### src/rtl/ram4k16_arbiter_pkg.sv
// Shared definitions for the two-requester 4k x 16 SRAM arbiter.
// Latency: n/a (types and constants only).
// Backpressure: n/a.
package ram4k16_arbiter_pkg;

    localparam int ADDR_W   = 12;
    localparam int DATA_W   = 16;
    localparam int BE_W     = 2;
    // Byte-enable bit positions: upper byte D[15:8], lower byte D[7:0].
    localparam int BE_UPPER = 1;
    localparam int BE_LOWER = 0;

    typedef enum logic [1:0] {
        ST_IDLE  = 2'd0,
        ST_ISSUE = 2'd1,
        ST_DONE  = 2'd2
    } state_t;

    // Expand byte enables into a 16-bit data mask; unselected bytes become zero.
    function automatic logic [DATA_W-1:0] be_mask(input logic [BE_W-1:0] be);
        return {{8{be[BE_UPPER]}}, {8{be[BE_LOWER]}}};
    endfunction

endpackage

### src/rtl/ram4k16_arbiter.sv
// Two-requester arbiter in front of a 4k x 16 SRAM with byte strobes.
// Latency: REQ seen in IDLE -> ACK two edges later; one access every 3 cycles.
// Backpressure: level REQ held until ACK; a losing requester simply waits in IDLE.
module ram4k16_arbiter
    import ram4k16_arbiter_pkg::*;
#(
    parameter int FIXED_PRI = 0
) (
    input  logic              i_EMU_MCLK,
    input  logic              i_EMU_RST_n,
    input  logic              i_M0_REQ,
    input  logic              i_M0_WE,
    input  logic [ADDR_W-1:0] i_M0_ADDR,
    input  logic [BE_W-1:0]   i_M0_BE,
    input  logic [DATA_W-1:0] i_M0_WDATA,
    output logic              o_M0_ACK,
    output logic [DATA_W-1:0] o_M0_RDATA,
    input  logic              i_M1_REQ,
    input  logic              i_M1_WE,
    input  logic [ADDR_W-1:0] i_M1_ADDR,
    input  logic [BE_W-1:0]   i_M1_BE,
    input  logic [DATA_W-1:0] i_M1_WDATA,
    output logic              o_M1_ACK,
    output logic [DATA_W-1:0] o_M1_RDATA,
    output logic [ADDR_W-1:0] o_RAM_ADDR,
    output logic [DATA_W-1:0] o_RAM_DIN,
    output logic              o_RAM_RD_n,
    output logic              o_RAM_WR_n,
    output logic              o_RAM_SEL0_n,
    output logic              o_RAM_SEL1_n,
    input  logic [DATA_W-1:0] i_RAM_DOUT,
    output logic              o_BUSY
);

    state_t              state_q, state_d;
    logic                any_req;
    logic                gnt_sel;     // requester chosen this cycle
    logic                gnt_q;       // requester owning the current access
    logic                last_q;      // most recently granted requester
    logic                we_q;
    logic [BE_W-1:0]     be_q;
    logic                sel_we;
    logic [BE_W-1:0]     sel_be;
    logic [DATA_W-1:0]   rdata0_q, rdata1_q;

    // Grant selection: single requester always wins; ties go by policy.
    always_comb begin
        any_req = i_M0_REQ | i_M1_REQ;
        gnt_sel = 1'b0;
        if (i_M0_REQ && i_M1_REQ) begin
            gnt_sel = (FIXED_PRI != 0) ? 1'b0 : ~last_q;
        end else if (i_M1_REQ) begin
            gnt_sel = 1'b1;
        end
        sel_we = gnt_sel ? i_M1_WE : i_M0_WE;
        sel_be = gnt_sel ? i_M1_BE : i_M0_BE;
    end

    // Next-state: IDLE waits for a request, then ISSUE and DONE one cycle each.
    always_comb begin
        state_d = state_q;
        case (state_q)
            ST_IDLE:  if (any_req) state_d = ST_ISSUE;
            ST_ISSUE: state_d = ST_DONE;
            ST_DONE:  state_d = ST_IDLE;
            default:  state_d = ST_IDLE;
        endcase
    end

    // State register.
    always_ff @(posedge i_EMU_MCLK or negedge i_EMU_RST_n) begin
        if (!i_EMU_RST_n) state_q <= ST_IDLE;
        else              state_q <= state_d;
    end

    // Capture the granted request and raise the SRAM strobes for exactly the ISSUE cycle.
    always_ff @(posedge i_EMU_MCLK or negedge i_EMU_RST_n) begin
        if (!i_EMU_RST_n) begin
            gnt_q        <= 1'b0;
            last_q       <= 1'b1;
            we_q         <= 1'b0;
            be_q         <= '0;
            o_RAM_ADDR   <= '0;
            o_RAM_DIN    <= '0;
            o_RAM_RD_n   <= 1'b1;
            o_RAM_WR_n   <= 1'b1;
            o_RAM_SEL0_n <= 1'b1;
            o_RAM_SEL1_n <= 1'b1;
        end else if (state_q == ST_IDLE && any_req) begin
            gnt_q        <= gnt_sel;
            last_q       <= gnt_sel;
            we_q         <= sel_we;
            be_q         <= sel_be;
            o_RAM_ADDR   <= gnt_sel ? i_M1_ADDR  : i_M0_ADDR;
            o_RAM_DIN    <= gnt_sel ? i_M1_WDATA : i_M0_WDATA;
            // With no byte selected the access is a no-op on the bus: keep all strobes high.
            o_RAM_RD_n   <= ~(~sel_we & (|sel_be));
            o_RAM_WR_n   <= ~( sel_we & (|sel_be));
            o_RAM_SEL0_n <= ~sel_be[BE_UPPER];
            o_RAM_SEL1_n <= ~sel_be[BE_LOWER];
        end else if (state_q == ST_ISSUE) begin
            o_RAM_RD_n   <= 1'b1;
            o_RAM_WR_n   <= 1'b1;
            o_RAM_SEL0_n <= 1'b1;
            o_RAM_SEL1_n <= 1'b1;
        end
    end

    // Latch read data at the edge ending ISSUE; an empty byte enable leaves it untouched.
    always_ff @(posedge i_EMU_MCLK or negedge i_EMU_RST_n) begin
        if (!i_EMU_RST_n) begin
            rdata0_q <= '0;
            rdata1_q <= '0;
        end else if (state_q == ST_ISSUE && !we_q && (|be_q)) begin
            if (gnt_q) rdata1_q <= i_RAM_DOUT & be_mask(be_q);
            else       rdata0_q <= i_RAM_DOUT & be_mask(be_q);
        end
    end

    assign o_M0_ACK   = (state_q == ST_DONE) && !gnt_q;
    assign o_M1_ACK   = (state_q == ST_DONE) &&  gnt_q;
    assign o_M0_RDATA = rdata0_q;
    assign o_M1_RDATA = rdata1_q;
    assign o_BUSY     = (state_q != ST_IDLE);

endmodule

### config.mk
export PLATFORM = sky130hd
export DESIGN_NAME = ram4k16_arbiter
export DESIGN_NICKNAME = d
export VERILOG_FILES = /design/src/rtl/ram4k16_arbiter_pkg.sv /design/src/rtl/ram4k16_arbiter.sv
export SDC_FILE = /design/constraint.sdc
export NUM_CORES = 1
export LEC_CHECK = 0
export ABC_AREA = 1
export CAP_MARGIN = 5
export CORE_ASPECT_RATIO = 0.75
export CORE_MARGIN = 5
export CORE_UTILIZATION = 40
export DETAILED_ROUTE_END_ITERATION = 7
export PLACE_DENSITY = 0.9
export SYNTH_ARGS = -nofsm -noshare
export SYNTH_HDL_FRONTEND = slang
export SYNTH_SLANG_ARGS = --single-unit
### constraint.sdc
create_clock -name i_EMU_MCLK -period 1.55 [get_ports i_EMU_MCLK]
set_input_delay 0.31 -clock i_EMU_MCLK [delete_from_list [all_inputs] [get_ports i_EMU_MCLK]]
set_output_delay 0.31 -clock i_EMU_MCLK [all_outputs]
set_load 0.005 [all_outputs]
==> impl_metrics.tcl <==
set metrics [dict create \
    grt_overflow 0 \
    max_stage_delay_ns 0.52 \
    first_iter_violations 192 \
    slew_violations 0 \
    yosys.area.top_type "dfrtp_1" \
    firstDrtPassIters 4 \
    gr-usage-all-layers 0.202 \
    synthAdderAreaFrac 0 \
    worst_slew_pin_slew_ns 0.483 \
    fp-row-count 27 \
    clock_latency_ns 0.33 \
    r2r_cells 6 \
    synth_compound_area_frac 0.163 \
    setup_viol 0 \
    yosysUniqueCellTypes 21 \
    fin_skew_ns 0.00695 \
    numCtsBuffers 9 \
    synthFlopType "dfrtp_1" \
    slowest_stage "clkdlybuf4s50_1" \
    routedWlPerCell_um 15.5 \
    drive_above_1_share 0.121 \
    finalPower_w 0.00910 \
    avgViaCountPerCell 4.89 \
    hold_path_class "reg -> reg" \
    drc 0 \
    finalHoldViolations 0 \
    synth_area_um2 3000 \
    cts_tree "built" \
    crit_path_end_kind "output pin" \
    diodes 0 \
    core-area_um2 7330 \
    synth_seq_cells 71 \
    die_y_um 84.9 \
    dp_hpwl_um 7120 \
    gp_congestion 0.763 \
    syn-num-nets 422 \
    cp_cell_sequence "clkdlybuf4s50_1" \
    fin_hold_ws_ns 0.468 \
    die_w_um 110 \
    grt_pass1_wl_um 15000 \
    fmax_mhz 661 \
    arrival_ns 1.20 \
    vias 2991 \
    whs_path_depth 2 \
    area_growth_pct 68.0 \
    status "complete, no violations" \
    dieArea_um2 9340 \
    initial_core_util 0.409 \
    yosys.area_share.simple 0.186 \
    finalCritPeriodShare 0.976 \
    ctsLongestPathBuffers 2 \
    maxCapViolations 0 \
    antenna_left 0 \
    grt_pass1_vias 3052 \
    ir_drop_mv 0.879 \
    synthesis.instances 340 \
    synth_top_family_by_area "simple AND/OR/NAND/NOR gates" \
    path_depth 1 \
    period_minus_slack_ns 1.51 \
    clock_sinks 71 \
    async_flop_share 1.00 \
    synth-xor-area-share 0 \
    maxSlewHeadroom 0.678 \
    cts_root_buf "clkbuf_8" \
    path_clk_slew_ns 0.08 \
    synth_edf_count 0 \
    routed_wirelength_um 9510 \
    synth.area.mux_share 0 \
    antenna_found_initial 0 \
    p_leak_nw 2.65 \
    cp_data_required_time_ns 1.24 \
    powerDensity_nw_per_um2 1810 \
    synth.avg_cell_area_um2 8.81 \
    cts-htree-levels 3 \
    critical_path_class "reg -> out" \
    grt_max_degree 33 \
    start_kind "flip-flop" \
    port_buffers 148 \
    crit_fanout 2 \
    synth.top_cell.area_share 0.551 \
    critPathBufInv 1 \
    finalNetCount 588 \
    ys_seq_area_frac 0.595 \
    io_pins 149 \
    synthTopCellsByArea "dfrtp_1 (55%), o21ai_1 (13%), nand2_1 (11%)" \
    crit_family "buffers and inverters" \
    ys.warnings.count 0 \
]
registers in the layout (all words and copies together), names as in the netlist:
signal and count:
be_q 2, gnt_q 1, last_q 1, o_M0_RDATA 16
o_M1_RDATA 16, o_RAM_ADDR 12, o_RAM_DIN 16, o_RAM_RD_n 1
o_RAM_SEL0_n 1, o_RAM_SEL1_n 1, o_RAM_WR_n 1, state_q 2
we_q 1
final timing paths:
check / from / end / slack, ns
setup / recovery: o_M0_RDATA[4] / o_M0_RDATA[4] / 0.04
hold / removal: last_q / last_q / 0.47
setup reg to reg: state_q[1] / o_M1_RDATA[0] / 0.19
hold reg to reg: last_q / last_q / 0.47
max in group asynchronous: i_EMU_RST_n / o_M0_RDATA[1] / 0.55
min in group asynchronous: i_EMU_RST_n / be_q[0] / 0.49
cells in the final DEF, fill, tap and decap left out, drive strengths merged, types with 4 or more instances in the layout:
| cell type | n |
|---|---|
| inv | 14 |
| a21oi | 4 |
| nand3 | 6 |
| nand2 | 90 |
| dfstp | 5 |
| clkdlybuf4s50 | 100 |
| dlygate4sd2 | 5 |
| nor2 | 38 |
| buf | 29 |
| dfrtp | 66 |
| dlymetal6s2s | 39 |
| clkbuf | 11 |
| o21ai | 93 |
area by class of cell:
| cell class | instances | area [µm²] |
|---|---|---|
| Clock buffer | 11 | 131 |
| Fill cell | 558 | 2300 |
| Multi-Input combinational cell | 235 | 1060 |
| Inverter | 14 | 55.1 |
| Sequential cell | 71 | 1780 |
| Timing Repair Buffer | 175 | 1790 |
| Clock inverter | 5 | 83.8 |
| Tap cell | 101 | 126 |
synthesized netlist by cell type, types with 3 or more instances:
| cell | number |
|---|---|
| a21oi_1 | 3 |
| buf_2 | 11 |
| buf_4 | 6 |
| dfrtp_1 | 66 |
| dfstp_2 | 5 |
| inv_1 | 10 |
| inv_2 | 4 |
| nand2_1 | 89 |
| nand3_1 | 4 |
| nor2_1 | 36 |
| o21ai_0 | 15 |
| o21ai_1 | 78 |
cells by family after synthesis:
group / Yosys count
AND/OR/NAND/NOR: 138
buffers and inverters: 34
flip-flops: 71
AO/OA/AOI/OAI: 97
metal layers:
| metal | routed length, µm | GRT usage |
|---|---|---|
| met5 | 0 | 0 |
| met4 | 217 | 0.0657 |
| met3 | 438 | 0.0494 |
| met2 | 4990 | 0.355 |
| met1 | 3860 | 0.241 |
report_power, final:
| part | total (W) | internal, W | switching, W |
|---|---|---|---|
| Sequential | 0.00330 | 0.00280 | 0.000500 |
| Combinational | 0.00419 | 0.00228 | 0.00191 |
| Clock | 0.00161 | 0.000911 | 0.000695 |
per-stage QoR:
stage / worst slack (ns) / TNS, ns / instance area [µm²] / util / cells
2_1_floorplan: 0.199 / 0 / 3000 / - / 340
3_3_place_gp: -0.0735 / -0.918 / 4640 / 0.633 / 586
3_5_place_dp: -0.169 / -3.32 / 4640 / 0.633 / 586
6_report: 0.0368 / 0 / 5030 / 0.686 / 612
5_1_grt: -0.0199 / -0.0258 / 5030 / 0.686 / 612
4_1_cts: 0.00337 / 0 / 4860 / 0.662 / 604
timing repair:
action,in CTS,in global routing
hold endpoints to repair,11,0
setup buffers,1,8
setup endpoints to repair,8,49
gates resized for setup,16,45
pin swaps,1,1
hold buffers,1,0
Note: power is estimated with default switching activity, not from simulation.
